==> src/rtl/chunked_add_pkg.sv <==
// Shared types and helpers for the chunked sequential adder.
// Holds the FSM state enum, the default chunk width and the chunk-count helper.
package chunked_add_pkg;

  typedef enum logic [1:0] {
    IDLE = 2'd0,
    RUN  = 2'd1,
    DONE = 2'd2
  } state_t;

  localparam int CHUNK_DEF = 3;

  function automatic int nchunk(input int width, input int chunk);
    return width / chunk;
  endfunction

endpackage

==> src/rtl/chunked_add_seq_cla_chunk.sv <==
// cla_chunk: combinational CHUNK-bit carry-lookahead slice.
// Ports: a, b, cin in; sum out; cout = carry out of the slice MSB.
module cla_chunk #(
  parameter int CHUNK = 3
) (
  input  logic [CHUNK-1:0] a,
  input  logic [CHUNK-1:0] b,
  input  logic             cin,
  output logic [CHUNK-1:0] sum,
  output logic             cout
);

  logic [CHUNK-1:0] g;
  logic [CHUNK-1:0] p;
  logic [CHUNK-1:0] c;

  assign g = a & b;
  assign p = a ^ b;

  // c[i] = g[i] | p[i]g[i-1] | ... | p[i..0]cin, fully expanded
  always_comb begin
    logic acc;
    logic term;
    c    = '0;
    acc  = 1'b0;
    term = 1'b0;
    for (int i = 0; i < CHUNK; i++) begin
      acc = cin;
      for (int j = 0; j <= i; j++)
        acc = acc & p[j];
      for (int j = 0; j <= i; j++) begin
        term = g[j];
        for (int k = j + 1; k <= i; k++)
          term = term & p[k];
        acc = acc | term;
      end
      c[i] = acc;
    end
  end

  always_comb begin
    sum = '0;
    for (int i = 0; i < CHUNK; i++) begin
      if (i == 0)
        sum[i] = p[i] ^ cin;
      else
        sum[i] = p[i] ^ c[i-1];
    end
  end

  assign cout = c[CHUNK-1];

endmodule

==> src/rtl/chunked_add_seq.sv <==
// chunked_add_seq: multi-cycle WIDTH-bit adder, one CHUNK-bit slice per cycle.
// Ports: in_valid/in_ready/in_a/in_b/in_cin, out_valid/out_ready/out_sum/out_cout, busy.
// Define CHUNKED_ADD_SUB_EN to add in_sub (A-B when set at accept).
module chunked_add_seq
  import chunked_add_pkg::*;
#(
  parameter int WIDTH = 12,
  parameter int CHUNK = CHUNK_DEF
) (
  input  logic             clk,
  input  logic             rst_n,
  input  logic             in_valid,
  output logic             in_ready,
  input  logic [WIDTH-1:0] in_a,
  input  logic [WIDTH-1:0] in_b,
  input  logic             in_cin,
`ifdef CHUNKED_ADD_SUB_EN
  input  logic             in_sub,
`endif
  output logic             out_valid,
  input  logic             out_ready,
  output logic [WIDTH-1:0] out_sum,
  output logic             out_cout,
  output logic             busy
);

  localparam int NCH = (CHUNK < 1) ? 1 : nchunk(WIDTH, CHUNK);
  localparam int IW  = (NCH > 1) ? $clog2(NCH) : 1;
  localparam logic [IW-1:0] LAST = IW'(NCH - 1);

  if (CHUNK < 1) begin : g_bad_chunk
    $error("chunked_add_seq: CHUNK must be >= 1");
  end else if (WIDTH % CHUNK != 0) begin : g_bad_width
    $error("chunked_add_seq: WIDTH must be a multiple of CHUNK");
  end

  state_t           state;
  logic [IW-1:0]    idx;
  logic             carry;
  logic [WIDTH-1:0] a_reg;
  logic [WIDTH-1:0] b_reg;
  logic [WIDTH-1:0] sum_reg;

  logic [CHUNK-1:0] s_sum;
  logic             s_cout;

  cla_chunk #(
    .CHUNK(CHUNK)
  ) u_cla (
    .a    (a_reg[idx*CHUNK +: CHUNK]),
    .b    (b_reg[idx*CHUNK +: CHUNK]),
    .cin  (carry),
    .sum  (s_sum),
    .cout (s_cout)
  );

  logic             sub;
`ifdef CHUNKED_ADD_SUB_EN
  assign sub = in_sub;
`else
  assign sub = 1'b0;
`endif

  always_ff @(posedge clk or negedge rst_n) begin
    if (!rst_n) begin
      state    <= IDLE;
      idx      <= '0;
      carry    <= 1'b0;
      a_reg    <= '0;
      b_reg    <= '0;
      sum_reg  <= '0;
      out_cout <= 1'b0;
    end else begin
      unique case (state)
        IDLE: begin
          if (in_valid) begin
            a_reg <= in_a;
            b_reg <= sub ? ~in_b : in_b;
            carry <= sub ? 1'b1 : in_cin;
            idx   <= '0;
            state <= RUN;
          end
        end
        RUN: begin
          sum_reg[idx*CHUNK +: CHUNK] <= s_sum;
          carry <= s_cout;
          if (idx == LAST) begin
            out_cout <= s_cout;
            state    <= DONE;
          end else begin
            idx <= idx + 1'b1;
          end
        end
        DONE: begin
          if (out_ready)
            state <= IDLE;
        end
        default: state <= IDLE;
      endcase
    end
  end

  // Handshake flags decode straight from the state flops.
  assign in_ready  = (state == IDLE);
  assign out_valid = (state == DONE);
  assign busy      = (state != IDLE);
  assign out_sum   = sum_reg;

endmodule

==> config.mk <==
export PLATFORM = sky130hd
export DESIGN_NAME = chunked_add_seq
export DESIGN_NICKNAME = d
export VERILOG_FILES = /design/src/rtl/chunked_add_pkg.sv /design/src/rtl/chunked_add_seq_cla_chunk.sv /design/src/rtl/chunked_add_seq.sv
export SDC_FILE = /design/constraint.sdc
export NUM_CORES = 1
export LEC_CHECK = 0
export ABC_AREA = 1
export CELL_PAD_IN_SITES_DETAIL_PLACEMENT = 1
export CELL_PAD_IN_SITES_GLOBAL_PLACEMENT = 1
export CORE_UTILIZATION = 41
export DETAILED_ROUTE_END_ITERATION = 10
export GPL_TIMING_DRIVEN = 0
export PLACE_DENSITY = 0.8
export SYNTH_ARGS = -nofsm -noshare
export SYNTH_HDL_FRONTEND = slang
export SYNTH_SLANG_ARGS = --single-unit
export TNS_END_PERCENT = 30
==> constraint.sdc <==
create_clock -name clk -period 5.2 [get_ports clk]
set_input_delay 0.52 -clock clk [delete_from_list [all_inputs] [get_ports clk]]
set_output_delay 0.52 -clock clk [all_outputs]
set_load 0.05 [all_outputs]
; Word level (Yosys, flattened, before mapping)
; Index checks and enable logic that the tools add are counted.
; W data, S select, Z words.
[totals]
out_inout_bits = 16
elab_cells = 56
ff_bits = 42
[op_classes]
eq_ne = 7
multipliers = 1
muxes = 10
n_addsub = 2
bitwise = 17
reduce_logical = 8
shifts = 4
[ops]
columns = op, count
row1 = $neg A4 Y34, 1
row2 = $shift A3 B34 Y12 const A, 1
row3 = $shiftx A3 B34 Y12, 1
row4 = $shiftx A12 B5 Y3, 2
row5 = $bwmux W12, 1
row6 = $mux W2, 5
row7 = $and A1 B1 Y1, 6
row8 = $ne A2 B2 Y1 const B, 3
row9 = $or A1 B1 Y1, 6
row10 = $pmux W2 S3, 1
row11 = $reduce_and A2 Y1, 3
row12 = $reduce_and A3 Y1, 2
row13 = $eq A2 B2 Y1 const B, 2
row14 = $mul A2 B2 Y4 const B, 1
row15 = $pmux W2 S2, 1
row16 = $reduce_bool A2 Y1, 2
row17 = $and A3 B3 Y3, 1
row18 = $xor A1 B1 Y1, 3
row19 = $xor A3 B3 Y3, 1
row20 = $add A2 B1 Y2 const B, 1
row21 = $eq A2 B1 Y1 const B, 1
row22 = $logic_not A2 Y1, 1
row23 = $ne A2 B1 Y1 const B, 1
row24 = $pmux W1 S2, 1
row25 = $mux W1, 1

; Logic depth before layout (Yosys ltp)
; Gate-level depths: netlist (run 1).
[logic_depth]
ltp_word = 10
mapped_depth = 12

; Modules after synthesis
; Synthesis (run 1) repeated with hierarchy kept, for this count alone.
[unflattened]
hier_cells = 290
area_unflattened_um2 = 2239.6
[by_module_without_submodules]
columns = mod, n_inst, seq_area_each_um2, area_per_inst_um2, cells_per_inst
row1 = chunked_add_seq, 1, 1051.0, 2095.8, 269
row2 = cla_chunk, 1, 0.0, 143.9, 21

; Worst setup path before layout (run 1)
; Ideal clock, no wire load.
[synth_path]
path_type = flip-flop to flip-flop
start = reg idx[0]
end = reg sum_reg[8] (netlist: out_sum[8])
stages_incl_launch_ff = 12
t_arrival_ps = 1951
required_time_ps = 5117
path_slack_ps = 3166
cell_sequence = dfrtp_1 buf_2 inv_1 buf_2 nor2_1 o22ai_1 ha_1 nand3_1 nand3_1 nor2_1 nand2_1 o21ai_0
[synth_between]
elab_chain_len = 10
elab_cells_between_ends = 18
classes_between = add/sub: 1 / mul: 1 / shift: 4 / mux: 1 / bitwise: 11
[synth_rtl]
columns = item, line
row1 = "start, declared", chunked_add_seq.sv:38  ; logic [IW-1:0] idx;
row2 = "start signal, assigned", chunked_add_seq.sv:91  ; idx <= idx + 1'b1;
row3 = $mul A2 B2 Y4 *, "chunked_add_seq.sv:50, chunked_add_seq.sv:51, chunked_add_seq.sv:85"
row4 = $shiftx A12 B5 Y3 (on tied branches), "chunked_add_seq.sv:50, chunked_add_seq.sv:51"
row5 = $xor A3 B3 Y3, chunked_add_seq_cla_chunk.sv:18  ; assign p = a ^ b;
row6 = $and A1 B1 Y1 (2 in a row), chunked_add_seq_cla_chunk.sv:30  ; acc = acc & p[j];
row7 = $or A1 B1 Y1 (2 in a row), chunked_add_seq_cla_chunk.sv:35  ; acc = acc | term;
row8 = $xor A1 B1 Y1, chunked_add_seq_cla_chunk.sv:47  ; sum[i] = p[i] ^ c[i-1];
row9 = $shiftx A3 B34 Y12, chunked_add_seq.sv:85  ; sum_reg[idx*CHUNK +: CHUNK] <= s_sum;
row10 = $bwmux W12 *, chunked_add_seq.sv:85
row11 = "end signal, assigned by index", chunked_add_seq.sv:85
row12 = "end, declared", chunked_add_seq.sv:42  ; logic [WIDTH-1:0] sum_reg;
; Mark *: on every way between the ends. The rest lies on a longest branch, timed or not.
; A chain may end at the register's enable or synchronous reset.

; Worst setup path after layout (run 1)
[layout_path]
start = reg idx[1]
end = reg sum_reg[2] (netlist: out_sum[2])
; The elaborated chain is that of the path after synthesis.

==> summary by stage, run 1 <==
Pwr
Across the VDD grid, the largest voltage drop is 302 uV. Of the total power, the clock network draws 13.4%. The internal power of the cells totals 1.03 mW. The power density of the placed cells is 706 mW/mm^2. Power comes to 1.91 mW.

Combinational cells account for between 50 and 60% of the total power. The switching power of the nets is 0.878 mW. The switching part of the total power is 45.9%. The proportion of power drawn by flip-flops and latches is 30.0%.

The cell leakage power is 1.20 nW.

Clock network
The number of clock buffers added by TritonCTS is 5. For the worst-skew pair, the clock arrives at the later sink with an insertion delay of 0.30 ns. The clock net sink count is 42. The H-tree depth reported by CTS is 2. The maximum number of buffers from clock root to sink is 2. The post-cts gate resize count is 0. Clock tree synthesis selected as its root buffer the cell sky130_fd_sc_hd__clkbuf_8. Buffers added to address setup during post-CTS repair amount to 0. The cts-stage hold buffer count is 0.

TritonCTS built the clock tree. The post-CTS clock slew at the launch and capture registers of the worst setup and hold paths is ~0.08 ns.

Critical path
The arrival time at the worst endpoint is 2.82 ns. The critical path starts at idx[1]. Of all nets on the critical path, the largest fanout is 12. The number of cells on the worst reg-to-reg path is 10. The capture point of the worst reg-to-reg path is out_sum[2].

The reg-to-reg critical path startpoint is idx[1]. STA classifies the critical path startpoint as a flip-flop. The type of the setup path with the least slack is reg -> reg. STA classifies the critical path endpoint as a flip-flop. For the worst setup path, the data required time is between 5 and 6 ns. The critical path ends at out_sum[2]. The worst reg-to-reg setup slack is 2.60 ns.

Timing
The worst slack on hold paths is 0.163 ns. The number of pins exceeding their max-slew limit in the final report is 0. The post-route clock period utilization is 50.0%. The worst path in the final design needs a cycle of 2.60 ns, including I/O delays and setup. For the final routed database, the setup TNS stands at 0 ns. The clock arrives with 0.00631 ns of skew. The highest attainable clock frequency is ~0.38 GHz.

The final count of negative-setup-slack endpoints is 0. The slew at the pin closest to its max-slew limit is 0.507 ns. Measured against its own limit, the worst slew margin works out to roughly 66%. Setup repair after global routing left no endpoint under its margin. The number of endpoints with negative hold slack in the final report is 0.

Run
The max capacitance violation total is 0.

Cells and area
Of the cells placed in the final design, the portion with a size suffix greater than 1 is approximately 18%. Leaving out fill and tap cells, the most frequent cells in the layout are sky130_fd_sc_hd__clkdlybuf4s50_1, sky130_fd_sc_hd__dfrtp_1, sky130_fd_sc_hd__o21ai_0. The number of fillers in the final layout is 531. The leading cell type in the layout, fill and taps excluded is sky130_fd_sc_hd__clkdlybuf4s50_1.

Excluding fillers, the count of instances in the completed layout stands at between 300 and 400. The net count of the finished layout is 288. Compared with the post-synthesis result, the final layout area differs by 32.0%.

The number of diodes added for antenna fixing is 0.

Global routing
The met3 track demand over resource is between 3 and 4%. For this run, global-route usage on met1 was measured as between 20% and 30%. The all-layer global routing usage is 19.7%. The global routing usage on met2 is around a third. The first global-routing pass estimated 7780 um of wire. met2 is the most crowded layer. After global routing the overflow that remains totals 0. The pin count of the biggest net entering global routing is 24. The via count of the first global-routing pass came to 1,680.

The initial antenna violation count was 0.

Floorplan
The placeable core region is 0.00475 sq mm. The floorplan die height is 72.7 um. The die boundary width is 72.7 um.

The boundary pin count is 45. The die outline area is 0.00529 sq mm. The number of standard-cell rows in the floorplan is 25. The initial utilization of the core area, before any placement, comes to 43.1%.

Run status
The flow ran to the end, and the final reports show no timing, DRC or antenna violations.

Routing
In the routed layout, each cell is associated on average with a via count of 5.04. The final routed wire length divided by cell count is 14.3 um. For this block, the initial DRC count from the detailed router was 60.

For this run, the detailed router's first-pass iteration total came to 2. The total length of routed wires is 4530 um. In this run the remaining antenna-violating nets after routing total 0. For this run, design rule violations remaining after detail routing come to 0. The number of vias after detailed routing is 1,593.

Min path
The min-delay analysis places its worst path in the category in -> async.

Yosys
The number of unique standard cell types used by synthesis is 27. Of all cell types, the one taking the most synthesized area is sky130_fd_sc_hd__dfrtp_1. The share of the Yosys chip area taken by registers is approximately 51%. The top cell type by area accounts for between 50% and 60% of the synthesized area.

The count of yosys warnings during synthesis is 0. In this run the cell area of the synthesized design comes to 0.00205 sq mm. Synthesis inferred 42 register bits. Synthesis produced a netlist whose cell count is 196. Dividing the synthesized area by the synthesized cell count gives roughly 10 sq um.

Ranked by total cell area, the synthesized netlist is headed by sky130_fd_sc_hd__dfrtp_1, sky130_fd_sc_hd__mux2_2, sky130_fd_sc_hd__o21ai_0. The number of nets in the synthesized netlist is 236.

Placement
In this run the tool buffered the top-level ports with 44 buffer cells. At the end of routability-driven placement, the weighted congestion stood at 0.775. The number of cells in the design after placement is 308. Detailed placement finished with a half-perimeter wire length of 3400 um.
through the flow:
step | setup WS (ns) | instance area, sq um | utilization [%]
after floorplan | 3.17 | 2050 | -
after global placement | 2.53 | 2570 | 54.2
after detailed placement | 2.65 | 2600 | 54.6
after CTS | 2.59 | 2710 | 56.9
after global routing | 2.37 | 2710 | 56.9
final | 2.60 | 2710 | 56.9
layer usage:
metal  share of wire, %  vias up
met5                  0        -
met1                 44      780
met3                2.5        8
met4                1.5        0
met2                 52       31
li1                   -      774
Yosys cell counts (all sizes together):
| master | number |
|---|---|
| ha | 10 |
| nand4 | 2 |
| dfrtp | 42 |
| buf | 4 |
| mux2 | 24 |
| inv | 16 |
| a21oi | 2 |
| clkinv | 1 |
| o31ai | 3 |
| clkbuf | 2 |
| nor3 | 2 |
| nand3 | 8 |
| a32oi | 2 |
| o21ai | 32 |
| o22ai | 4 |
| nand2 | 23 |
| nor2 | 17 |
| fa | 1 |
| xor2 | 1 |
worst min path at each step:
| stage | from | endpoint | slack (ns) | cells after the start |
|---|---|---|---|---|
| 2_1_floorplan | rst_n | a_reg[0] | 0.22 | 0 |
| 3_3_place_gp | out_sum[11] | out_sum[11] | 0.47 | 2 |
| 3_5_place_dp | out_sum[11] | out_sum[11] | 0.48 | 2 |
| 4_1_cts | rst_n | b_reg[3] | 0.18 | 1 |
| 5_1_grt | rst_n | b_reg[3] | 0.20 | 1 |
| 6_report | rst_n | state[1] | 0.16 | 1 |
critical path: stages, from the launching register on:
cell and delay (ns):
sky130_fd_sc_hd__dfrtp_1 0.53, sky130_fd_sc_hd__clkinv_1 0.40, sky130_fd_sc_hd__a21oi_1 0.24, sky130_fd_sc_hd__a32oi_1 0.11, sky130_fd_sc_hd__ha_1 0.33, sky130_fd_sc_hd__ha_1 0.21
sky130_fd_sc_hd__nand3_1 0.07, sky130_fd_sc_hd__nand3_1 0.12, sky130_fd_sc_hd__nor2_1 0.28, sky130_fd_sc_hd__inv_1 0.09, sky130_fd_sc_hd__o21ai_0 0.15
final cells by class:
class                      count  area (sq um)  share of cell area, %
clock buffer                   5          68.8                   2.54
clock inverter                 3          40.0                   1.48
sequential                    42          1050                   38.8
tap                           67          83.8                   3.10
timing repair buffer          45           463                   17.1
multi-input combinational    131           895                   33.1
buffer                         6          41.3                   1.53
inverter                      17          63.8                   2.36
power by group through the flow:
stage | clock, mW | sequential (mW) | combinational [mW]
3_5_place_dp | 0 | 0.580 | 1.08
6_report | 0.257 | 0.573 | 1.08
5_1_grt | 0.275 | 0.593 | 1.20
4_1_cts | 0.262 | 0.575 | 1.10
3_3_place_gp | 0 | 0.574 | 1.05
2_1_floorplan | 0 | 0.702 | 0.630
kinds of logic (layout without fill, tap and decap cells):
| kind of cell | count (synthesis) | in the layout | share of synthesized area (%) |
|---|---|---|---|
| and+or+nand+nor | 52 | 52 | 11.5 |
| AOI/OAI and AO/OA | 43 | 43 | 11.5 |
| DFF | 42 | 42 | 51.3 |
| muxes | 24 | 24 | 13.2 |
| buffers and inverters | 23 | 76 | 5.12 |
| adders and majority gates | 11 | 11 | 7.08 |
| xor gates and xnor gates | 1 | 1 | 0.427 |
Power figures use the tool's default switching activity.
==> inputs of run 2 (changes only) <==
Settings changed: CORE_UTILIZATION 41 to 39, PLACE_DENSITY 0.8 to 0.77.
Clock period 5.2 ns to 2.4 ns, I/O delays scaled along.
==> run 2 against run 1 <==
  * Setup slack worse by 2.4 ns
  * Count of clock-buffer cells in the layout up 2
  * Final area is 1.3% higher
  * Via count rose by 1.5%
  * Non-clock buffer count up 3
  * Wire length rose by 9.0%
  * Clock power up 83%
  * Sequential power grew 120%
  * Highest routed layer unchanged
==> summary by stage, run 2 (synthesized netlist as in run 1, its figures left out) <==
Run status
Run status: completed (unchanged).

Timing
The number of pins exceeding their max-slew limit in the final report is 0 (unchanged). The highest attainable clock frequency is 0.447 GHz (was 0.384 GHz). The relative slew slack is 66.7% (was 66.1%).

The number of endpoints with negative hold slack in the final report was 0 (unchanged). The minimum clock period is 2.24 ns (was 2.60 ns). The worst slack on hold paths is 0.418 ns (was 0.163 ns).

The post-route clock period utilization is 93.2% (was 50.0%). Unrepaired setup endpoints after global routing: false (unchanged). The slew at the pin closest to its max-slew limit was 0.498 ns (was 0.507 ns). The final count of negative-setup-slack endpoints is 0 (unchanged). The worst clock skew came to 0.00367 ns (was 0.00631 ns).

Clock network
The CTS root buffer is sky130_fd_sc_hd__clkbuf_8 (unchanged). The number of clock buffers inserted by TritonCTS came to 5 (unchanged). The H-tree depth reported by CTS is 2 (unchanged). The clock net sink count is 42 (unchanged). The clock latency at the later pin of the worst-skew pair is 0.29 ns (was 0.30 ns).

The maximum number of buffers from clock root to sink is 2 (unchanged). The clock tree from TritonCTS was built (unchanged). The post-CTS clock slew at the launch and capture registers of the worst setup and hold paths is 0.08 ns (about the same).

Routing
The total length of routed wires is 4930 um (was 4530 um). The top layer used by detailed routing is met4 (unchanged). The routed length on met1 is 2170 um (was 2010 um). The count of TritonRoute iterations in the first routing pass was 4 (was 2).

The iteration-0 DRC count of the detailed router is 50 (was 60). The number of nets still failing antenna checks after routing is 0 (unchanged). The detail-routed via count per cell is 5.02 (was 5.04).

The wire length on met2 is 2630 um (was 2340 um). The number of remaining DRC errors is 0 (unchanged). The final routed wire length divided by cell count is 15.3 um (was 14.3 um). The number of vias after detailed routing is 1,617 (was 1,593). The met3 layer wire length in the routed design was 106 um (was 112 um).

Critical path
The critical-path cell with the highest stage delay is sky130_fd_sc_hd__dfrtp_1 (unchanged). Crit-path cells: buf_6, clkinvlp_4, buf_6, o21ai_0, o22ai_1, ha_1, nand2_1, nand3_2, o21ai_0, o21ai_0 (was clkinv_1, a21oi_1, a32oi_1, ha_1, ha_1, nand3_1, nand3_1, nor2_1, inv_1, o21ai_0). The buffering stage count on the worst path with inverters included was 3 (was 2).

The endpoint type of the worst setup path is a flip-flop (unchanged). In this design, the critical path's most frequently occurring cell is sky130_fd_sc_hd__o21ai_0. The highest net fanout along the worst path is 12 (unchanged). The arrival time at the worst endpoint is 2.39 ns (was 2.82 ns). The critical path's top delay family is compound AO/OA/AOI/OAI gates (was adder cells). The category of the worst setup path launch point was a flip-flop (unchanged). The type of the setup path with the least slack is reg -> reg (unchanged).

The peak per-stage delay on the critical path is 0.38 ns (was 0.53 ns). The endpoint required time on the critical path is 2.55 ns (was 5.42 ns).

Cells and area
The synthesis-to-layout area growth is 33.7% (was 32.0%). The area of all sequential standard cells is 0.00105 sq mm (about the same). The post-route core utilization was 54.0% (was 56.9%). The area of combinational cells with multiple inputs is 907 sq um (was 895 sq um). The leading cell type in the layout, fill and taps excluded is sky130_fd_sc_hd__clkdlybuf4s50_1 (unchanged). The number of diodes added for antenna fixing is 0 (unchanged). The fraction of final layout cells sized beyond drive strength 1 is 20.2% (was 17.7%).

Commonest cells after routing, fill and taps aside: sky130_fd_sc_hd__clkdlybuf4s50_1, sky130_fd_sc_hd__dfrtp_1, sky130_fd_sc_hd__o21ai_0 (unchanged). The post-route cell area is 0.00274 sq mm (was 0.00271 sq mm). The total number of nets in the final design was 291 (was 288).

The number of standard cells in the layout, taps in and fillers out is 322 (was 316). The number of fillers in the final layout is 585 (was 531).

Global routing
The pin count of the biggest net entering global routing is 27 (was 24). The initial antenna violation count is 0 (unchanged). The via count of the first global-routing pass is 1,747 (was 1,680).

The all-layer global routing usage was 19.3% (was 19.7%). The wire length of the first global-routing pass is 8010 um (was 7780 um). The overflow left after global routing is 0 (unchanged).

Floorplan
The starting density of the core came to 40.4% (was 43.1%). The number of standard-cell rows in the floorplan is 26 (was 25). The placeable core region is 0.00507 sq mm (was 0.00475 sq mm).

The boundary pin count was 45 (unchanged). The die boundary width was 74.5 um (was 72.7 um). The die outline area is 0.00555 sq mm (was 0.00529 sq mm). The floorplan die height came to 74.5 um (was 72.7 um).

Pwr
The maximum VDD drop is 567 uV (was 302 uV). The power density of the placed cells is 1540 mW/mm^2 (was 706 mW/mm^2). The cell leakage power was 1.21 nW (was 1.20 nW). The overall power after layout is 4.22 mW (was 1.91 mW).

Placement
The placer's final routability congestion estimate is 0.785 (was 0.775). The number of cells in the design after placement is 311 (was 308). The number of buffer cells added on primary ports is 44 (unchanged). The half-perimeter wire length after detailed placement is 3760 um (was 3400 um). The cell area after placement is 0.00259 sq mm (was 0.00260 sq mm).

Run
The max capacitance violation total came to 0 (unchanged).

Min path
The class of the worst hold path is in -> async (unchanged).
run 2: metrics by stage:
stage | TNS (ns) | setup WS, ns
3_3_place_gp | -0.585 | -0.144
3_5_place_dp | -0.747 | -0.200
2_1_floorplan | 0 | 0.366
5_1_grt | 0 | 0.000711
4_1_cts | 0 | 0.00740
6_report | 0 | 0.162
run 2: path summary, 6_finish.rpt:
kind | start | end | slack [ns] | cells after the start
worst max-delay path | idx[0] | carry | 0.16 | 10
worst min-delay path | rst_n | state[1] | 0.42 | 2
worst max register to register | idx[0] | carry | 0.16 | 10
worst min register to register | out_sum[11] | out_sum[11] | 0.49 | 2
max in group asynchronous | rst_n | idx[1] | 1.49 | 3
min in group clk | out_sum[11] | out_sum[11] | 0.49 | 2
run 2: power by group:
part | internal, mW | total (mW) | switching, mW | leakage (nW)
Combinational | 0.965 | 2.50 | 1.54 | 0.640
Clock | 0.232 | 0.471 | 0.238 | 0.0482
Sequential | 1.05 | 1.25 | 0.201 | 0.522
run 2: layer usage:
layer  global-route usage (%)  up-vias
li1                         -      779
met1                     23.0      798
met2                     35.5       36
met3                     4.20        4
met4                     3.77        0
met5                        0        -
run 2: final cells by class:
type                       instances  area share [%]
sequential                        42            38.4
multi-input combinational        131            33.1
timing repair buffer              48            17.5
tap                               70            3.19
clock buffer                       7            3.15
inverter                          17            2.51
buffer                             6            2.01
clock inverter                     1           0.182
run 2: timing repair:
item                                   in CTS  in global routing
resized for setup                           7                  4
pin swaps                                   0                  1
hold buffers                                1                  0
endpoints found under the hold margin      16                  0
setup buffers                               1                  1
setup endpoints to repair                  10                  8
==> inputs of run 3 (changes only) <==
Settings changed: CORE_UTILIZATION 39 to 37, PLACE_DENSITY 0.77 to 0.76, SYNTH_HIERARCHICAL set to 1.
==> run 3 against run 2 <==
  * Sequential share of layout area fell by 2.7 points
  * Die area rose by 15%
  * Worst hold slack got worse by 0.16 ns
  * Setup slack got worse by 0.058 ns
  * First-iteration DRC count rose by 78%
  * Synthesized area rose by 9.2%
  * Final area rose by 7.7%
  * Sequential power fell by 4%
  * Power rose by 4.4%
  * Clock skew rose by 0.0012 ns
  * Count of clock-buffer cells in the layout did not move
  * Critical endpoint is now in_ready
==> summary by stage, run 3 <==
Run status
Run status: completed (unchanged).

Floorplan
The die outline area is 0.00637 sq mm (was 0.00555 sq mm). The die boundary width came to 79.8 um (was 74.5 um). The placeable core region is 0.00568 sq mm (was 0.00507 sq mm). The number of standard-cell rows in the floorplan is 27 (was 26). The floorplan die height is 79.8 um (was 74.5 um). The boundary pin count was 45 (unchanged).

The starting density of the core is 39.5% (was 40.4%).

Timing
The minimum clock period came to 2.30 ns (was 2.24 ns). The number of endpoints with negative hold slack in the final report is 0 (unchanged). The worst clock skew is 0.00485 ns (was 0.00367 ns).

The post-route clock period utilization is 95.7% (was 93.2%). The final count of negative-setup-slack endpoints came to 0 (unchanged). The slew at the pin closest to its max-slew limit came to 0.525 ns (was 0.498 ns).

The number of pins exceeding their max-slew limit in the final report is 0 (unchanged). The relative slew slack is 65.0% (was 66.7%). The highest attainable clock frequency is 0.436 GHz (was 0.447 GHz).

Routing
The final routed wire length divided by cell count is 13.1 um (was 15.3 um). The number of remaining DRC errors is 0 (unchanged). The iteration-0 DRC count of the detailed router is 89 (was 50). The detail-routed via count per cell is 4.80 (was 5.02). The number of nets still failing antenna checks after routing is 0 (unchanged). The total length of routed wires is 5490 um (was 4930 um). The count of TritonRoute iterations in the first routing pass came to 4 (unchanged).

The number of vias after detailed routing was 2,018 (was 1,617).

Clock network
The H-tree depth reported by CTS is 2 (unchanged). The clock net sink count is 42 (unchanged). The maximum number of buffers from clock root to sink came to 2 (unchanged). The clock latency at the later pin of the worst-skew pair came to 0.30 ns (was 0.29 ns). The CTS root buffer is sky130_fd_sc_hd__clkbuf_8 (unchanged). The clock tree from TritonCTS is built (unchanged). The number of clock buffers inserted by TritonCTS is 5 (unchanged). The post-CTS clock slew at the launch and capture registers of the worst setup and hold paths is 0.08 ns (about the same).

Yosys
The net count after synthesis was 330 (was 236). The count of yosys warnings during synthesis is 6 (was 0). Leading post-synthesis cells by cell area: sky130_fd_sc_hd__dfrtp_1, sky130_fd_sc_hd__nand2_1, sky130_fd_sc_hd__nand3_1 (was sky130_fd_sc_hd__dfrtp_1, sky130_fd_sc_hd__mux2_2, sky130_fd_sc_hd__o21ai_0). Synth cell count leaders: sky130_fd_sc_hd__nand2_1, sky130_fd_sc_hd__dfrtp_1, sky130_fd_sc_hd__nand3_1 (was sky130_fd_sc_hd__dfrtp_1, sky130_fd_sc_hd__o21ai_0, sky130_fd_sc_hd__mux2_2). The cell area after technology mapping is 0.00224 sq mm (was 0.00205 sq mm). The flop and latch count out of synthesis was 42 (unchanged). The post-synthesis instance total came to 290 (was 196).

The average instance area after synthesis is 7.72 sq um (was 10.5 sq um). The dominant cell by count in the synthesized netlist is sky130_fd_sc_hd__nand2_1 (was sky130_fd_sc_hd__dfrtp_1). The post-synthesis cell type with the largest combined area is sky130_fd_sc_hd__dfrtp_1 (unchanged). The proportion of netlist area held by the largest area contributor is 46.9% (was 51.3%). The dominant register cell in the synthesized netlist was sky130_fd_sc_hd__dfrtp_1 (unchanged). The share of the yosys chip area belonging to registers is 46.9% (was 51.3%). The share of async-settable or async-resettable flops after synthesis is 100% (unchanged).

The number of enable-type register cells in the synthesized netlist is 0 (unchanged). The number of unique standard cell types used by synthesis is 21 (was 27).

Critical path
The endpoint type of the worst setup path is a primary output (was flip-flop). The highest net fanout along the worst path is 10 (was 12). Crit-path cells: nor2_8, buf_2, clkdlybuf4s50_1 (was buf_6, clkinvlp_4, buf_6, o21ai_0, o22ai_1, ha_1, nand2_1, nand3_2, o21ai_0, o21ai_0). The reg-to-reg critical path startpoint is idx[0] (unchanged). The endpoint required time on the critical path came to 2.16 ns (was 2.55 ns). The number of cells traversed by the worst register-to-register path is 12 (was 10). The worst reg-to-reg setup slack was 0.14 ns (was 0.16 ns). The critical-path cell with the highest stage delay is sky130_fd_sc_hd__clkdlybuf4s50_1 (was sky130_fd_sc_hd__dfrtp_1).

The capture point of the worst reg-to-reg path was out_sum[10] (was carry). The arrival time at the worst endpoint is 2.06 ns (was 2.39 ns). The category of the worst setup path launch point is a flip-flop (unchanged). The type of the setup path with the least slack is reg -> out (was reg -> reg). The peak per-stage delay on the critical path was 0.83 ns (was 0.38 ns).

Global routing
The overflow left after global routing is 0 (unchanged). The initial antenna violation count came to 0 (unchanged). The via count of the first global-routing pass is 2,045 (was 1,747). The all-layer global routing usage is 19.8% (was 19.3%). The wire length of the first global-routing pass was 9430 um (was 8010 um). The pin count of the biggest net entering global routing is 28 (was 27).

Cells and area
The fraction of final layout cells sized beyond drive strength 1 came to 10.6% (was 20.2%). The synthesis-to-layout area growth is 31.8% (was 33.7%). Commonest cells after routing, fill and taps aside: sky130_fd_sc_hd__nand2_1, sky130_fd_sc_hd__clkdlybuf4s50_1, sky130_fd_sc_hd__dfrtp_1 (was sky130_fd_sc_hd__clkdlybuf4s50_1, sky130_fd_sc_hd__dfrtp_1, sky130_fd_sc_hd__o21ai_0).

The number of diodes added for antenna fixing was 0 (unchanged). The leading cell type in the layout, fill and taps excluded is sky130_fd_sc_hd__nand2_1 (was sky130_fd_sc_hd__clkdlybuf4s50_1). The number of fillers in the final layout is 744 (was 585). The total number of nets in the final design is 387 (was 291). The post-route core utilization is 52.0% (was 54.0%).

Pwr
The maximum VDD drop is 613 uV (was 567 uV). The proportion of power drawn by flip-flops and latches is 27.3% (was 29.6%). The share of power burned in combinational logic is 62.1% (was 59.3%). The switching power of the nets was 2.15 mW (was 1.98 mW). The overall power after layout is 4.41 mW (was 4.22 mW). The power density of the placed cells is 1490 mW/mm^2 (was 1540 mW/mm^2).

The cell-internal power is 2.26 mW (was 2.24 mW). The clock power share was 10.6% (was 11.2%). The cell leakage power was 1.54 nW (was 1.21 nW). The switching part of the total power came to 48.8% (was 46.8%).

Min path
The endpoint of the worst hold path is b_reg[1]. The class of the worst hold path is in -> reg (was in -> async). The worst hold path depth is 3. The beginning of the worst hold path is in_valid.

Run
The max capacitance violation total is 0 (unchanged).

Placement
The number of buffer cells added on primary ports is 43 (was 44). The placer's final routability congestion estimate was 0.775 (was 0.785). The half-perimeter wire length after detailed placement is 4150 um (was 3760 um).
==> run 3: cell types whose count changed in the layout (fill, tap and decap cells not counted), sizes merged, moves of 10 or more <==
cell,before,now
o21ai,32,12
nand2,23,123
buf,8,18
nand3,8,35
inv,15,30
mux2,24,0
==> run 3: area by class of cell <==
| type | instances | area, sq um | share of cell area, % |
|---|---|---|---|
| Clock inverter | 1 | 5.00 | 0.169 |
| Clock buffer | 7 | 86.3 | 2.92 |
| Buffer | 12 | 85.1 | 2.88 |
| Inverter | 31 | 123 | 4.15 |
| Sequential cell | 42 | 1050 | 35.6 |
| Multi-Input combinational cell | 204 | 1010 | 34.2 |
| Tap cell | 72 | 90.1 | 3.05 |
| Timing Repair Buffer | 51 | 500 | 16.9 |
==> run 3: metrics by stage <==
step	worst slack (ns)	hold slack (ns)	cell area, sq um	cells	setup TNS (ns)
6_report	0.104	0.262	2950	420	0
3_5_place_dp	-0.169	0.177	2780	406	-0.854
2_1_floorplan	0.280	-0.0556	2240	290	0
3_3_place_gp	-0.0530	0.454	2760	405	-0.479
5_1_grt	-0.00458	0.270	2950	420	-0.0102
4_1_cts	0.0205	0.255	2900	415	0
==> run 3: routing by layer <==
layer,up-vias,part of all wire (%),GRT usage (%)
met5,-,0,0
met4,0,2.4,8.21
met3,12,3.6,4.00
met2,43,50,34.9
li1,1020,-,-
met1,943,44,23.3
==> run 3: worst max path at each step <==
| stage | end | slack, ns | startpoint | depth (start not counted) |
|---|---|---|---|---|
| 6_report | in_ready | 0.10 | state[1] | 3 |
| 5_1_grt | out_sum[10] | -0.005 | idx[0] | 12 |
| 4_1_cts | carry | 0.02 | idx[1] | 13 |
| 3_5_place_dp | carry | -0.17 | idx[0] | 15 |
| 3_3_place_gp | out_sum[11] | -0.05 | idx[0] | 15 |
| 2_1_floorplan | out_sum[8] | 0.28 | idx[0] | 15 |
==> run 3: kinds of logic after synthesis <==
logic type | synth area share, %
AOI/OAI and AO/OA | 5.03
xor gates and xnor gates | 0.391
adders and majority gates | 6.48
buffers and inverters | 8.60
DFF | 46.9
and+or+nand+nor | 32.6
==> run 3: worst max-delay path: cells and delay by family, from the launching register on <==
kind / cells / cell delay (ns)
buffers and inverters: 2 / 1.07
DFF: 1 / 0.47
and+or+nand+nor: 1 / 0.22
==> run 3: power groups by stage <==
stage	combinational, mW	clock, mW	sequential [mW]
4_1_cts	2.61	0.489	1.20
3_3_place_gp	2.46	0	1.18
5_1_grt	3.08	0.511	1.24
3_5_place_dp	2.53	0	1.20
6_report	2.74	0.469	1.20
2_1_floorplan	1.60	0	1.39
==> run 3: what timing repair did <==
item	in CTS	in global routing
setup buffers	1	5
hold endpoints to repair	15	0
hold buffers	1	0
cloned	0	0
setup endpoints to repair	11	9
pin swaps	0	4
resized for setup	4	8
